--- config.mk ---
export PLATFORM = sky130hd
export DESIGN_NAME = wb_stage
export DESIGN_NICKNAME = d
export VERILOG_FILES = /design/src/rtl/wb_stage.sv
export SDC_FILE = /design/constraint.sdc
export NUM_CORES = 1
export LEC_CHECK = 0
export CAP_MARGIN = 30
export CORE_MARGIN = 1
export CORE_UTILIZATION = 46
export CTS_CLUSTER_SIZE = 14
export DETAILED_ROUTE_END_ITERATION = 12
export PLACE_DENSITY = 0.86
export SETUP_SLACK_MARGIN = 0.02
export SLEW_MARGIN = 10
export SYNTH_ARGS = -nofsm -noshare
export SYNTH_HDL_FRONTEND = slang
export SYNTH_SLANG_ARGS = --single-unit
--- constraint.sdc ---
create_clock -name clk -period 3.4 [get_ports clk]
set_clock_uncertainty 0.05 [all_clocks]
set_input_delay 0.51 -clock clk [delete_from_list [all_inputs] [get_ports clk]]
set_output_delay 0.51 -clock clk [all_outputs]
set_load 0.05 [all_outputs]
--- src/rtl/wb_stage.sv ---
// ---------------------------------------------------------------------------
// wb_stage -- MEM/WB pipeline register and writeback formatter.
//
// Captures the MEM-stage result, extracts and extends big-endian load data,
// and arbitrates ordinary register writes against link (JAL/JALR) writes.
// It then drives the register-file write port and the forwarding unit.
//
// Ports:
//   clk, rst_n            core clock; asynchronous active-low reset
//   mem_valid_i           MEM stage holds a real instruction
//   mem_regwrite_i        instruction writes rt/rd
//   mem_wa_i              destination register
//   mem_alu_i             ALU result / effective address
//   mem_rdata_i           raw aligned word from data memory
//   mem_ld_type_i         000 none, 001 LW, 010 LH, 011 LHU, 100 LB, 101 LBU
//   mem_link_i            00 none, 01 JAL ($31), 10 JALR (mem_link_addr_i)
//   mem_link_addr_i       JALR destination
//   mem_pc4_i             PC+4 of the instruction
//   stall_i / flush_i     hold the WB register / load a bubble (flush wins)
//   rf_*_o                register-file write port (RegWrite, wa, wd, Link,
//                         LinkAddr, LinkData)
//   fwd_valid_o/wa_o/data_o  value being retired, for forwarding
//   misalign_o            retiring load was misaligned
//   retire_cnt_o          retired-instruction count (WB_RETIRE_CNT_EN only)
//
// Optional feature: define WB_RETIRE_CNT_EN to add the 32-bit retire counter.
// ---------------------------------------------------------------------------
module wb_stage #(
  parameter int DW = 32,
  parameter int AW = 5
) (
  input  logic          clk,
  input  logic          rst_n,
  input  logic          mem_valid_i,
  input  logic          mem_regwrite_i,
  input  logic [AW-1:0] mem_wa_i,
  input  logic [DW-1:0] mem_alu_i,
  input  logic [DW-1:0] mem_rdata_i,
  input  logic [2:0]    mem_ld_type_i,
  input  logic [1:0]    mem_link_i,
  input  logic [AW-1:0] mem_link_addr_i,
  input  logic [DW-1:0] mem_pc4_i,
  input  logic          stall_i,
  input  logic          flush_i,
  output logic          rf_regwrite_o,
  output logic [AW-1:0] rf_wa_o,
  output logic [DW-1:0] rf_wd_o,
  output logic [1:0]    rf_link_o,
  output logic [AW-1:0] rf_link_addr_o,
  output logic [DW-1:0] rf_link_data_o,
  output logic          fwd_valid_o,
  output logic [AW-1:0] fwd_wa_o,
  output logic [DW-1:0] fwd_data_o,
  output logic          misalign_o
`ifdef WB_RETIRE_CNT_EN
  ,
  output logic [31:0]   retire_cnt_o
`endif
);

  localparam logic [AW-1:0] RA_REG = AW'(31);

  logic          valid_reg;
  logic          regwrite_reg;
  logic [AW-1:0] wa_reg;
  logic [DW-1:0] alu_reg;
  logic [DW-1:0] rdata_reg;
  logic [2:0]    ld_type_reg;
  logic [1:0]    link_reg;
  logic [AW-1:0] link_addr_reg;
  logic [DW-1:0] pc4_reg;

  // WB register: flush beats stall beats capture. A flush only drops valid;
  // the stale payload is masked by valid on every output.
  always_ff @(posedge clk or negedge rst_n) begin
    if (!rst_n) begin
      valid_reg     <= 1'b0;
      regwrite_reg  <= 1'b0;
      wa_reg        <= '0;
      alu_reg       <= '0;
      rdata_reg     <= '0;
      ld_type_reg   <= 3'b000;
      link_reg      <= 2'b00;
      link_addr_reg <= '0;
      pc4_reg       <= '0;
    end else if (flush_i) begin
      valid_reg <= 1'b0;
    end else if (!stall_i) begin
      valid_reg     <= mem_valid_i;
      regwrite_reg  <= mem_regwrite_i;
      wa_reg        <= mem_wa_i;
      alu_reg       <= mem_alu_i;
      rdata_reg     <= mem_rdata_i;
      ld_type_reg   <= mem_ld_type_i;
      link_reg      <= mem_link_i;
      link_addr_reg <= mem_link_addr_i;
      pc4_reg       <= mem_pc4_i;
    end
  end

  // Load extraction: big-endian lanes, byte 0 lives in bits 31:24.
  logic [7:0]    ld_byte;
  logic [15:0]   ld_half;
  logic [DW-1:0] ld_data;
  logic          ld_misalign;

  always_comb begin
    ld_byte     = 8'h00;
    ld_half     = alu_reg[1] ? rdata_reg[15:0] : rdata_reg[31:16];
    ld_data     = alu_reg;
    ld_misalign = 1'b0;
    case (alu_reg[1:0])
      2'd0:    ld_byte = rdata_reg[31:24];
      2'd1:    ld_byte = rdata_reg[23:16];
      2'd2:    ld_byte = rdata_reg[15:8];
      default: ld_byte = rdata_reg[7:0];
    endcase
    case (ld_type_reg)
      3'b001: begin
        ld_data     = rdata_reg;
        ld_misalign = (alu_reg[1:0] != 2'b00);
      end
      3'b010: begin
        ld_data     = {{(DW-16){ld_half[15]}}, ld_half};
        ld_misalign = alu_reg[0];
      end
      3'b011: begin
        ld_data     = {{(DW-16){1'b0}}, ld_half};
        ld_misalign = alu_reg[0];
      end
      3'b100:  ld_data = {{(DW-8){ld_byte[7]}}, ld_byte};
      3'b101:  ld_data = {{(DW-8){1'b0}}, ld_byte};
      default: ld_data = alu_reg;  // 000 and undefined 110/111
    endcase
  end

  // Write arbitration. Any nonzero link code suppresses the normal write,
  // even when a load type is also present. JALR to $0 (and the unused 11
  // code) becomes no write at all.
  logic is_link;
  logic link_jal;
  logic link_jalr;
  logic normal_we;

  always_comb begin
    is_link   = (link_reg != 2'b00);
    link_jal  = (link_reg == 2'b01);
    link_jalr = (link_reg == 2'b10) && (link_addr_reg != '0);
    normal_we = regwrite_reg && !ld_misalign && (wa_reg != '0) && !is_link;

    rf_regwrite_o  = valid_reg && normal_we;
    rf_link_o      = 2'b00;
    rf_wa_o        = '0;
    rf_wd_o        = '0;
    rf_link_addr_o = '0;
    rf_link_data_o = '0;
    misalign_o     = valid_reg && ld_misalign && !is_link;
    fwd_valid_o    = valid_reg && (normal_we || link_jal || link_jalr);
    fwd_wa_o       = '0;
    fwd_data_o     = '0;

    if (valid_reg) begin
      if (link_jal)
        rf_link_o = 2'b01;
      else if (link_jalr)
        rf_link_o = 2'b10;
      rf_wa_o        = wa_reg;
      rf_wd_o        = ld_data;
      rf_link_addr_o = link_addr_reg;
      rf_link_data_o = pc4_reg;
    end

    if (fwd_valid_o) begin
      if (link_jal) begin
        fwd_wa_o   = RA_REG;
        fwd_data_o = pc4_reg;
      end else if (link_jalr) begin
        fwd_wa_o   = link_addr_reg;
        fwd_data_o = pc4_reg;
      end else begin
        fwd_wa_o   = wa_reg;
        fwd_data_o = ld_data;
      end
    end
  end

`ifdef WB_RETIRE_CNT_EN
  // An instruction retires when it leaves WB unstalled; misaligned loads
  // and bubbles are not retirements.
  logic [31:0] retire_cnt_reg;

  always_ff @(posedge clk or negedge rst_n) begin
    if (!rst_n)
      retire_cnt_reg <= 32'd0;
    else if (valid_reg && !stall_i && !misalign_o)
      retire_cnt_reg <= retire_cnt_reg + 32'd1;
  end

  assign retire_cnt_o = retire_cnt_reg;
`endif

endmodule

After elaboration in Yosys (flattened, before gate mapping)
Index checks and enable logic that the tools add are counted.
{ "word_totals": {"word_cells": 59, "register_bits": 113, "inputBits": 117, "out_inout_bits": 116} }
{ "op_classes": {"n_mux": 19, "n_reduce_logical": 19, "eq_ne": 10, "n_bitwise": 2} }
{ "op_table": {"columns": ["operator", "n"], "rows": [
  ["$mux W32", 5],
  ["$pmux W32 S5", 1],
  ["$mux W5", 5],
  ["$pmux W8 S3", 1],
  ["$mux W16", 1],
  ["$reduce_bool A5 Y1", 2],
  ["$logic_and A1 B1 Y1", 8],
  ["$eq A3 B2 Y1 const B", 2],
  ["$eq A3 B3 Y1 const B", 2],
  ["$mux W2", 3],
  ["$eq A2 B1 Y1 const B", 2],
  ["$eq A2 B2 Y1 const B", 2],
  ["$reduce_bool A2 Y1", 2],
  ["$eq A3 B1 Y1 const B", 1],
  ["$logic_not A1 Y1", 2],
  ["$logic_not A2 Y1", 1],
  ["$logic_or A1 B1 Y1", 2],
  ["$mux W1", 2],
  ["$ne A2 B1 Y1 const B", 1],
  ["$not A1 Y1", 2],
  ["$pmux W1 S2", 1],
  ["$reduce_and A2 Y1", 1],
  ["$reduce_or A2 Y1", 1]
]} }

Depth between registers and ports, before layout
{ "logic_depth": {"ltp_word": 11, "depth_mapped": 11, "ltp_nobuf": 7} }

Worst setup path before layout
Ideal clock, no wire load.
{ "synth_path": {"path_kind": "reg2out", "from": "register ld_type_reg[2]", "to": "output port fwd_wa_o[2]", "path_stages_with_launch": 11, "required_ns": 2.840, "n_path_buf": 3, "setup_slack_ns": -0.283, "arrival_time_ns": 3.123, "cell_sequence": "dfrtp_1 > clkbuf_1 > buf_2 > inv_1 > ha_1 > o21ai_1 > nand3_1 > inv_2 > a21oi_2 > buf_4 > a221oi_1"} }
{ "synth_between": {"elab_chain_cells": 11, "word_cells_on_any_way": 13, "classes_between": "3 x eq/ne; 2 x mux; 8 x reduce/logical"} }
{ "synth_lines": {"columns": ["item", "line", "rtl"], "rows": [
  ["start, declared", "68", "logic [2:0] ld_type_reg;"],
  ["start signal, assigned", "94", "ld_type_reg <= mem_ld_type_i;"],
  ["$eq A3 B2 Y1", "118", "case (ld_type_reg)"],
  ["$reduce_or A2 Y1 (no source line)", null, null],
  ["$pmux W1 S2 *", "118", null],
  ["$logic_not A1 Y1 *", "149", "normal_we = regwrite_reg && !ld_misalign && (wa_reg != '0) && !is_link;"],
  ["$logic_and A1 B1 Y1 * (3 in a row)", "149", null],
  ["$logic_or A1 B1 Y1 * (2 in a row)", "158", "fwd_valid_o = valid_reg && (normal_we || link_jal || link_jalr);"],
  ["$logic_and A1 B1 Y1 *", "158", null],
  ["$mux W5 *", "173", "if (fwd_valid_o) begin"],
  ["end, declared", "52", "output logic [AW-1:0] fwd_wa_o,"]
]} }
Mark *: on every way between the ends. The rest lies on a longest branch, timed or not.

Final worst setup path
{ "layout_path": {"from": "register link_addr_reg[3]", "to": "output port fwd_wa_o[3]"} }
{ "layout_between": {"elab_chain_cells": 5, "word_cells_on_any_way": 7, "classes_between": "3 x mux; 4 x reduce/logical"} }
{ "layout_lines": {"columns": ["item", "line", "rtl"], "rows": [
  ["start, declared", "70", "logic [AW-1:0] link_addr_reg;"],
  ["start signal, assigned", "96", "link_addr_reg <= mem_link_addr_i;"],
  ["$reduce_bool A5 Y1", "148", "link_jalr = (link_reg == 2'b10) && (link_addr_reg != '0);"],
  ["$logic_and A1 B1 Y1", "148", null],
  ["$mux W5 / $logic_or A1 B1 Y1 (equally long branches)", "177, 158", null],
  ["$mux W5 / $logic_and A1 B1 Y1 (equally long branches)", "174, 158", null],
  ["$mux W5 *", "173", null]
]} }
Marks and branches as above.

==> run_results.csv <==
group,metric,value,unit
run,drv_cap,0,
power_and_ir_drop,worst_ir_drop_vdd,0.4463,mV
placement,gp_congestion,0.9229,
die,floorplan.die.width,121.8,um
placement,placement.cell_area,9651,sq um
worst_setup_path,timing.setup.critical_path_class,"reg -> out",
finish,design_area,10310,sq um
cts,htreeDepth,4,
routing,route.detailed.wl_per_inst,20.04,um
synthesis,synth_enable_flop_cells,0,
routing,drcViolationCount,0,
global_routing,globalRouteTotalUtil,0.2909,
routing,dr.pass1.iters,5,
global_routing,grt_overflow,0,
worst_setup_path,cp.arrival,2740,ps
cts,cts_buffer_depth,2,
cts,cts.sink_count,113,
synthesis,synth_cells,643,
synthesis,postSynth.topFlopCell,"sky130_fd_sc_hd__dfrtp_1",
synthesis,netlist_area,6604,sq um
finish,flow.area_growth_from_synthesis,56.06,%
synthesis,syn_avg_cell_area,10.27,sq um
timing,slew_headroom,0.5231,
finish,layout.nets,978,
worst_setup_path,worstPathMaxFanout,24,
synthesis,post_synthesis_sequential_area_ratio,0.4282,
global_routing,grt_start_max_net_pins,118,
timing,rsz0062_at_grt,"false",
worst_setup_path,worst_path_required_time,2840,ps
outcome,status,"finished, final reports clean",
synthesis,synth.distinct_cells,50,
placement,detailed_place_hpwl,14980,um
routing,drt.antenna.violating_nets,0,
cts,cts_tree,"done",
power_and_ir_drop,p_total,5.670,mW
finish,antenna_cells_inserted,0,
hold_path,holdCritPathClass,"reg -> reg",
worst_setup_path,r2r_slack,2220,ps
global_routing,grt_pass1_wl,32530,um
die,num_io_pins,233,
worst_setup_path,crit_path_start_kind,"register",
die,floorplan.die.height,121.8,um
worst_setup_path,worst_setup_path_end_kind,"output pin",
routing,drt-initial-drc-count,497,
global_routing,number_of_global_route_vias_before_repair,6008,
synthesis,mappedNetlistNets,761,
die,dieArea,14840,sq um
die,starting_density,0.4739,
timing,setup_viol_count_final,0,
synthesis,async_flop_share,1.000,
placement,preCtsSetupSlack,466.5,ps
timing,final.min_clock_period,3298,ps
cts,clock_insertion_delay_worst_skew,410,ps
finish,drive_gt1_frac,0.3322,
synthesis,postSynthRegisterBits,113,
cts,cts_buffers,17,
routing,route.vias.total,6217,
timing,timing.final.ws_setup,102.2,ps
routing,routed_wirelength,21100,um
cts,clock-root-buffer,"sky130_fd_sc_hd__clkbuf_16",
timing,fmaxAchievable,303.2,MHz
die,rows,43,
power_and_ir_drop,power.static_leakage,4.133,nW
routing,vias_per_cell,5.904,
die,placeableCoreArea,13930,sq um
timing,final_hold_viol_count,0,
cts,clk_pin_slew,60,ps
global_routing,initial_antenna_violation_count,0,
timing,report.final.slew_viol_count,0,
placement,io_buffers,232,
timing,period_utilisation_layout,0.9700,
power_and_ir_drop,cellPowerDensity,550.1,nW/um^2
timing,timing_worst_slew_pin_value,715.4,ps
finish,final_util,0.7396,
synthesis,synth_warnings,0,
timing,setup-tns-final,0,ps
==> cell families (layout without fill, tap and decap cells) <==
group           after synthesis  after routing  share of synthesized area
compound gates              157            157                     0.1569
fa+ha+maj                     1              1                   0.001894
buf+inv                      69            299                    0.04377
flops                       113            113                     0.4282
mux                         134            134                     0.2382
simple gates                169            169                     0.1311
==> placed cells by master, fill, tap and decap left out, types with 2 or more instances in the layout <==
cell type and count:
sky130_fd_sc_hd__a22oi_1 32, sky130_fd_sc_hd__mux4_2 6, sky130_fd_sc_hd__clkinv_2 6, sky130_fd_sc_hd__and2_1 46
sky130_fd_sc_hd__a22o_1 6, sky130_fd_sc_hd__o21a_1 6, sky130_fd_sc_hd__nand2_1 33, sky130_fd_sc_hd__inv_1 13
sky130_fd_sc_hd__o221ai_1 6, sky130_fd_sc_hd__or3_1 2, sky130_fd_sc_hd__bufinv_16 4, sky130_fd_sc_hd__nand2b_1 2
sky130_fd_sc_hd__buf_4 40, sky130_fd_sc_hd__nor3b_2 2, sky130_fd_sc_hd__o21ai_0 28, sky130_fd_sc_hd__clkbuf_16 17
sky130_fd_sc_hd__mux2_2 125, sky130_fd_sc_hd__buf_12 57, sky130_fd_sc_hd__nor2_4 2, sky130_fd_sc_hd__o2bb2ai_1 2
sky130_fd_sc_hd__o211ai_1 24, sky130_fd_sc_hd__clkdlybuf4s50_1 154, sky130_fd_sc_hd__clkinvlp_4 2, sky130_fd_sc_hd__a21oi_2 18
sky130_fd_sc_hd__a21oi_1 8, sky130_fd_sc_hd__mux2i_1 3, sky130_fd_sc_hd__dfrtp_1 112, sky130_fd_sc_hd__o22ai_1 3
sky130_fd_sc_hd__nor3b_1 2, sky130_fd_sc_hd__o21ai_1 13, sky130_fd_sc_hd__nor2_1 38, sky130_fd_sc_hd__nand3_1 31
sky130_fd_sc_hd__clkbuf_1 3
==> final timing paths <==
path | start | end | depth (start not counted)
setup reg to reg | valid_reg | valid_reg | 3
max in group asynchronous | rst_n | alu_reg[1] | 4
hold reg to reg | alu_reg[3] | alu_reg[3] | 1
setup / recovery | link_addr_reg[3] | fwd_wa_o[3] | 7
min in group asynchronous | rst_n | wa_reg[3] | 2
hold / removal | alu_reg[3] | alu_reg[3] | 1
==> repair_timing <==
item,CTS,global route
hold endpoints to repair,0,27
endpoints found under the setup margin,1,18
hold buffers,0,1
gates resized for setup,1,4
gates cloned,0,0
setup buffers,0,1
pin swaps,0,2
==> where the power goes <==
part	switching [mW]	internal (mW)	leakage, nW
Sequential	0.208	1.54	1.33
Clock	0.622	1.22	0.293
Combinational	1.16	0.919	2.51
==> critical path, cell delays in order, from the launching register on <==
cell and delay, ps:
sky130_fd_sc_hd__dfrtp_1 400, sky130_fd_sc_hd__or4_4 570, sky130_fd_sc_hd__o211a_1 270, sky130_fd_sc_hd__or2_1 290, sky130_fd_sc_hd__a21oi_4 260, sky130_fd_sc_hd__buf_12 250
sky130_fd_sc_hd__nor2_1 110, sky130_fd_sc_hd__buf_12 160
==> metal layers <==
layer | share of wire | track usage | vias up | wire, um
li1 | - | - | 2791 | -
met1 | 0.40 | 0.3702 | 3059 | 8390
met2 | 0.49 | 0.4700 | 322 | 10380
met3 | 0.079 | 0.07163 | 45 | 1674
met4 | 0.031 | 0.1235 | 0 | 658
met5 | 0 | 0 | - | 0
==> synth_stat cells, types with 2 or more instances <==
| cell | count | area share |
|---|---|---|
| sky130_fd_sc_hd__nand2b_1 | 2 | 0.0019 |
| sky130_fd_sc_hd__o2bb2ai_1 | 2 | 0.0027 |
| sky130_fd_sc_hd__o21ai_1 | 13 | 0.0099 |
| sky130_fd_sc_hd__a21oi_1 | 26 | 0.020 |
| sky130_fd_sc_hd__o22ai_1 | 3 | 0.0028 |
| sky130_fd_sc_hd__nor3b_2 | 2 | 0.0038 |
| sky130_fd_sc_hd__clkbuf_1 | 38 | 0.022 |
| sky130_fd_sc_hd__o221ai_1 | 6 | 0.0080 |
| sky130_fd_sc_hd__a22oi_1 | 32 | 0.036 |
| sky130_fd_sc_hd__inv_1 | 13 | 0.0074 |
| sky130_fd_sc_hd__o211ai_1 | 24 | 0.027 |
| sky130_fd_sc_hd__nor3b_1 | 2 | 0.0023 |
| sky130_fd_sc_hd__a22o_1 | 6 | 0.0080 |
| sky130_fd_sc_hd__buf_1 | 5 | 0.0028 |
| sky130_fd_sc_hd__and2_1 | 46 | 0.044 |
| sky130_fd_sc_hd__o21ai_0 | 28 | 0.021 |
| sky130_fd_sc_hd__nand3_1 | 31 | 0.023 |
| sky130_fd_sc_hd__or3_1 | 2 | 0.0019 |
| sky130_fd_sc_hd__mux4_2 | 6 | 0.020 |
| sky130_fd_sc_hd__mux2i_1 | 3 | 0.0045 |
| sky130_fd_sc_hd__dfrtp_1 | 113 | 0.43 |
| sky130_fd_sc_hd__mux2_2 | 125 | 0.21 |
| sky130_fd_sc_hd__nor2_1 | 40 | 0.023 |
| sky130_fd_sc_hd__buf_6 | 2 | 0.0034 |
| sky130_fd_sc_hd__buf_2 | 9 | 0.0068 |
| sky130_fd_sc_hd__a211oi_1 | 2 | 0.0023 |
| sky130_fd_sc_hd__nand2_1 | 34 | 0.019 |
| sky130_fd_sc_hd__o21a_1 | 6 | 0.0068 |
==> area by class of cell <==
| cell class | instances | area (sq um) |
|---|---|---|
| Multi-Input combinational cell | 461 | 3593 |
| Tap cell | 180 | 225.2 |
| Inverter | 14 | 52.55 |
| Clock inverter | 12 | 165.2 |
| Clock buffer | 20 | 436.7 |
| Sequential cell | 113 | 2829 |
| Timing Repair Buffer | 253 | 3004 |
| Fill cell | 942 | 3628 |
==> per-stage QoR <==
step | std cells | hold slack, ps
finish | 1053 | 456.1
global route | 1053 | 473.6
CTS | 1050 | 198.0
detailed placement | 1018 | 447.3
global placement | 1018 | 440.9
floorplan | 643 | 164.4
(Power assumes the default switching activity.)
==> edit 1: new RTL, config.mk and constraints unchanged <==
Add a define of `WB_RETIRE_CNT_EN`.
--- a/src/rtl/wb_stage.sv
+++ b/src/rtl/wb_stage.sv
@@ -25,6 +25,8 @@
 //
 // Optional feature: define WB_RETIRE_CNT_EN to add the 32-bit retire counter.
 // ---------------------------------------------------------------------------
+`define WB_RETIRE_CNT_EN
+
 module wb_stage #(
   parameter int DW = 32,
   parameter int AW = 5
Check against the original RTL (old outputs only; new: retire_cnt_o): equivalent (equiv_simple and equiv_induct, registers matched by name and starting in step).
==> edit 1 against the unedited design <==
Critical path depth is 2 higher; sequential cell count up 32; final area increased by 14%; combinational power is 9% lower; setup slack gained 0.025 ns; highest routed layer unchanged; wire length up 20%; critical endpoint is now fwd_data_o[24]; die area rose by 15%; power is 6.0% higher; synthesized cell count up 9.8%; area after synthesis rose by 15%; register-to-register slack got worse by 1.5 ns; largest power group is now sequential cells.
==> edit 1: results <==
[power_and_ir_drop]
switching_share_pct = 34.9
pwr-share-clk_pct = 32.2
powerDensity_nw_per_um2 = 514
p_leak_nw = 4.79
seq_cell_power_w = 0.00218

[setup_path]
r2r_cells = 7
r2r-start = "ld_type_reg[0]$_DFFE_PN0P_"
crit_path_end = "fwd_data_o[24]"
critPathLaunch = "ld_type_reg[2]$_DFFE_PN0P_"
r2r-end = "retire_cnt_o[20]$_DFFE_PN0P_"

[final_layout]
seq_area_um2 = 3630
buffers = 285
nets = 1076
drive_gt1_share_pct = 28.1
clkbuf_count = 18
multi_input_area_share_pct = 32.3
num_antenna_cells = 1

[timing]
hold_slack_ns = 0.0742
period_needed_ns = 3.27

[yosys]
synthCells = 706
synthTopCellsByCount = "145 x dfrtp_1, 126 x mux2_2, 50 x nand3_1, 45 x and2_1, 44 x clkbuf_1"
ys_seq_elements = 145
ys_seq_area_share_pct = 47.7
synth.area.top_cells = "dfrtp_1 48%, mux2_2 19%, and2_1 3.7%"
synth_fp_nets = 825

[placement]
dp.cells = 1151
numPortBuffers = 264
placed_area_um2 = 11000
dpl.hpwl_um = 18700

[status]
status = "completed"

[min_path]
hp-class = "in2async"

[grt]
grt.met1_usage_pct = 34.9
antenna_found_initial = 1
grt_pass1_wl_um = 38400

[floorplanning]
die_w_um = 131

[route]
viasPerCell = 5.78
first_iter_violations = 430
dr.pass1.iters = 8
[edit 1: what timing repair did]
action                                  4_1_cts  5_1_grt
pin swaps                                     0        0
resized for setup                             5        7
endpoints found under the setup margin       39       28
hold buffers                                  0        0
setup buffers                                 0        3
[edit 1: kinds of logic after synthesis]
group,count (synthesis),synth area share [%]
multiplexers,127,18.8
XOR/XNOR,32,3.68
AND/OR/NAND/NOR,238,16.6
AO/OA/AOI/OAI,101,9.82
adder cells (fa/ha/maj),2,0.329
buffers and inverters,61,3.11
flip-flops,145,47.7
[edit 1: worst max-delay path, stage by stage, from the launching register on]
cell	delay, ns
dfrtp_2	0.45
buf_4	0.16
nor3b_2	0.14
buf_4	0.18
a22oi_1	0.25
a211o_1	0.16
buf_4	0.30
nand3_1	0.21
a22o_1	0.28
buf_12	0.16
[edit 1: routing by layer]
metal,vias to the layer above,part of all wire (%)
li1,3058,-
met1,3456,37
met2,320,52
met3,32,9.0
met4,0,1.5
met5,-,0
==> edit 2: new RTL, config.mk and constraints unchanged <==
Without the edit above. `DW`: 32 -> 48.
--- a/src/rtl/wb_stage.sv
+++ b/src/rtl/wb_stage.sv
@@ -26,7 +26,7 @@
 // Optional feature: define WB_RETIRE_CNT_EN to add the 32-bit retire counter.
 // ---------------------------------------------------------------------------
 module wb_stage #(
-  parameter int DW = 32,
+  parameter int DW = 48,
   parameter int AW = 5
 ) (
   input  logic          clk,
Ports: changed (6 resized); port bits go from 233 to 329. The function was not compared with the original's and may differ.
==> edit 2 against the unedited design <==
Core utilization is 4.3 points lower; via count is 42% higher; non-clock buffer count is 117 higher; final area is 32% higher; hold slack worse by 0.45 ns; area after synthesis is 40% higher; global-route usage is 3.1 points higher; combinational power is 43% higher; setup slack worse by 0.017 ns; sequential cell count is 48 higher; power is 29% higher; wire length is 59% higher; count of clock-buffer cells in the layout stayed put.
==> edit 2: results <==
[route]
wire_per_inst_um = 22.4
wirelength_met1_um = 12600
viasPerCell = 5.89
met2WireLength_um = 16700
wl_met3_um = 3160
first_iter_violations = 596

[final_layout]
clock_cell_area_share_pct = 4.01
buffers = 370
seq_share_pct = 29.6
buffer_area_share_pct = 27.1
nFillCells = 1463
flops_and_latches = 161
multi_input_area_um2 = 4970
nMultiInputCombCells = 653
nets = 1383

[min_path]
hp-class = "in2async"

[setup_path]
arrival_ns = 2.76
critPathLaunch = "link_addr_reg[4]$_DFFE_PN0P_"
r2r_cells = 4

[placement]
numPortBuffers = 328
dpl.hpwl_um = 23400

[grt]
first_global_vias = 8567
grt.met1_usage_pct = 37.1
grt_max_degree = 117
grt_pass1_wl_um = 49100
grt_use_met3_pct = 9.66

[power_and_ir_drop]
p_leak_nw = 5.57

[status]
status = "completed"

[yosys]
synth_fp_nets = 1079
synth.distinct_cells = 45
ys_seq_area_share_pct = 43.5
yosysTopAreaCellShare_pct = 43.5
synth.area.top_cells = "dfrtp_1 44%, mux2_2 21%, and2_1 4.1%"
synthTopCellsByCount = "173 x mux2_2, 161 x dfrtp_1, 65 x nand3_1, 63 x clkbuf_1, 61 x and2_1"

[timing]
relSlewSlack_pct = 51.8
hold_slack_ns = 0.00135

[clocking]
cts_setup_buffers = 5
[edit 2: metrics by stage]
step           power, W  instance area (um^2)  setup WS [ns]  utilization, %  cells
2_1_floorplan   0.00427                  9360        0.00148               -    913
3_3_place_gp    0.00523                 12800          0.415            65.2   1448
3_5_place_dp    0.00529                 12800          0.394            65.2   1448
5_1_grt         0.00762                 13600       -0.00633            69.6   1495
4_1_cts         0.00721                 13500         0.0240            68.8   1488
6_report        0.00730                 13600         0.0850            69.6   1495
[edit 2: kinds of logic after synthesis]
kind of cell | after synthesis | share of synthesized area (%)
AO/OA/AOI/OAI | 221 | 15.6
adder cells (fa/ha/maj) | 1 | 0.135
buffers and inverters | 99 | 4.50
flip-flops | 161 | 43.5
multiplexers | 182 | 22.8
AND/OR/NAND/NOR | 249 | 13.4
[edit 2: power by group]
group	internal, W	switching, W	leakage [nW]
registers	0.00220	0.000265	1.89
clock network	0.00101	0.000840	0.257
logic	0.00124	0.00174	3.42
total	0.00445	0.00285	5.57
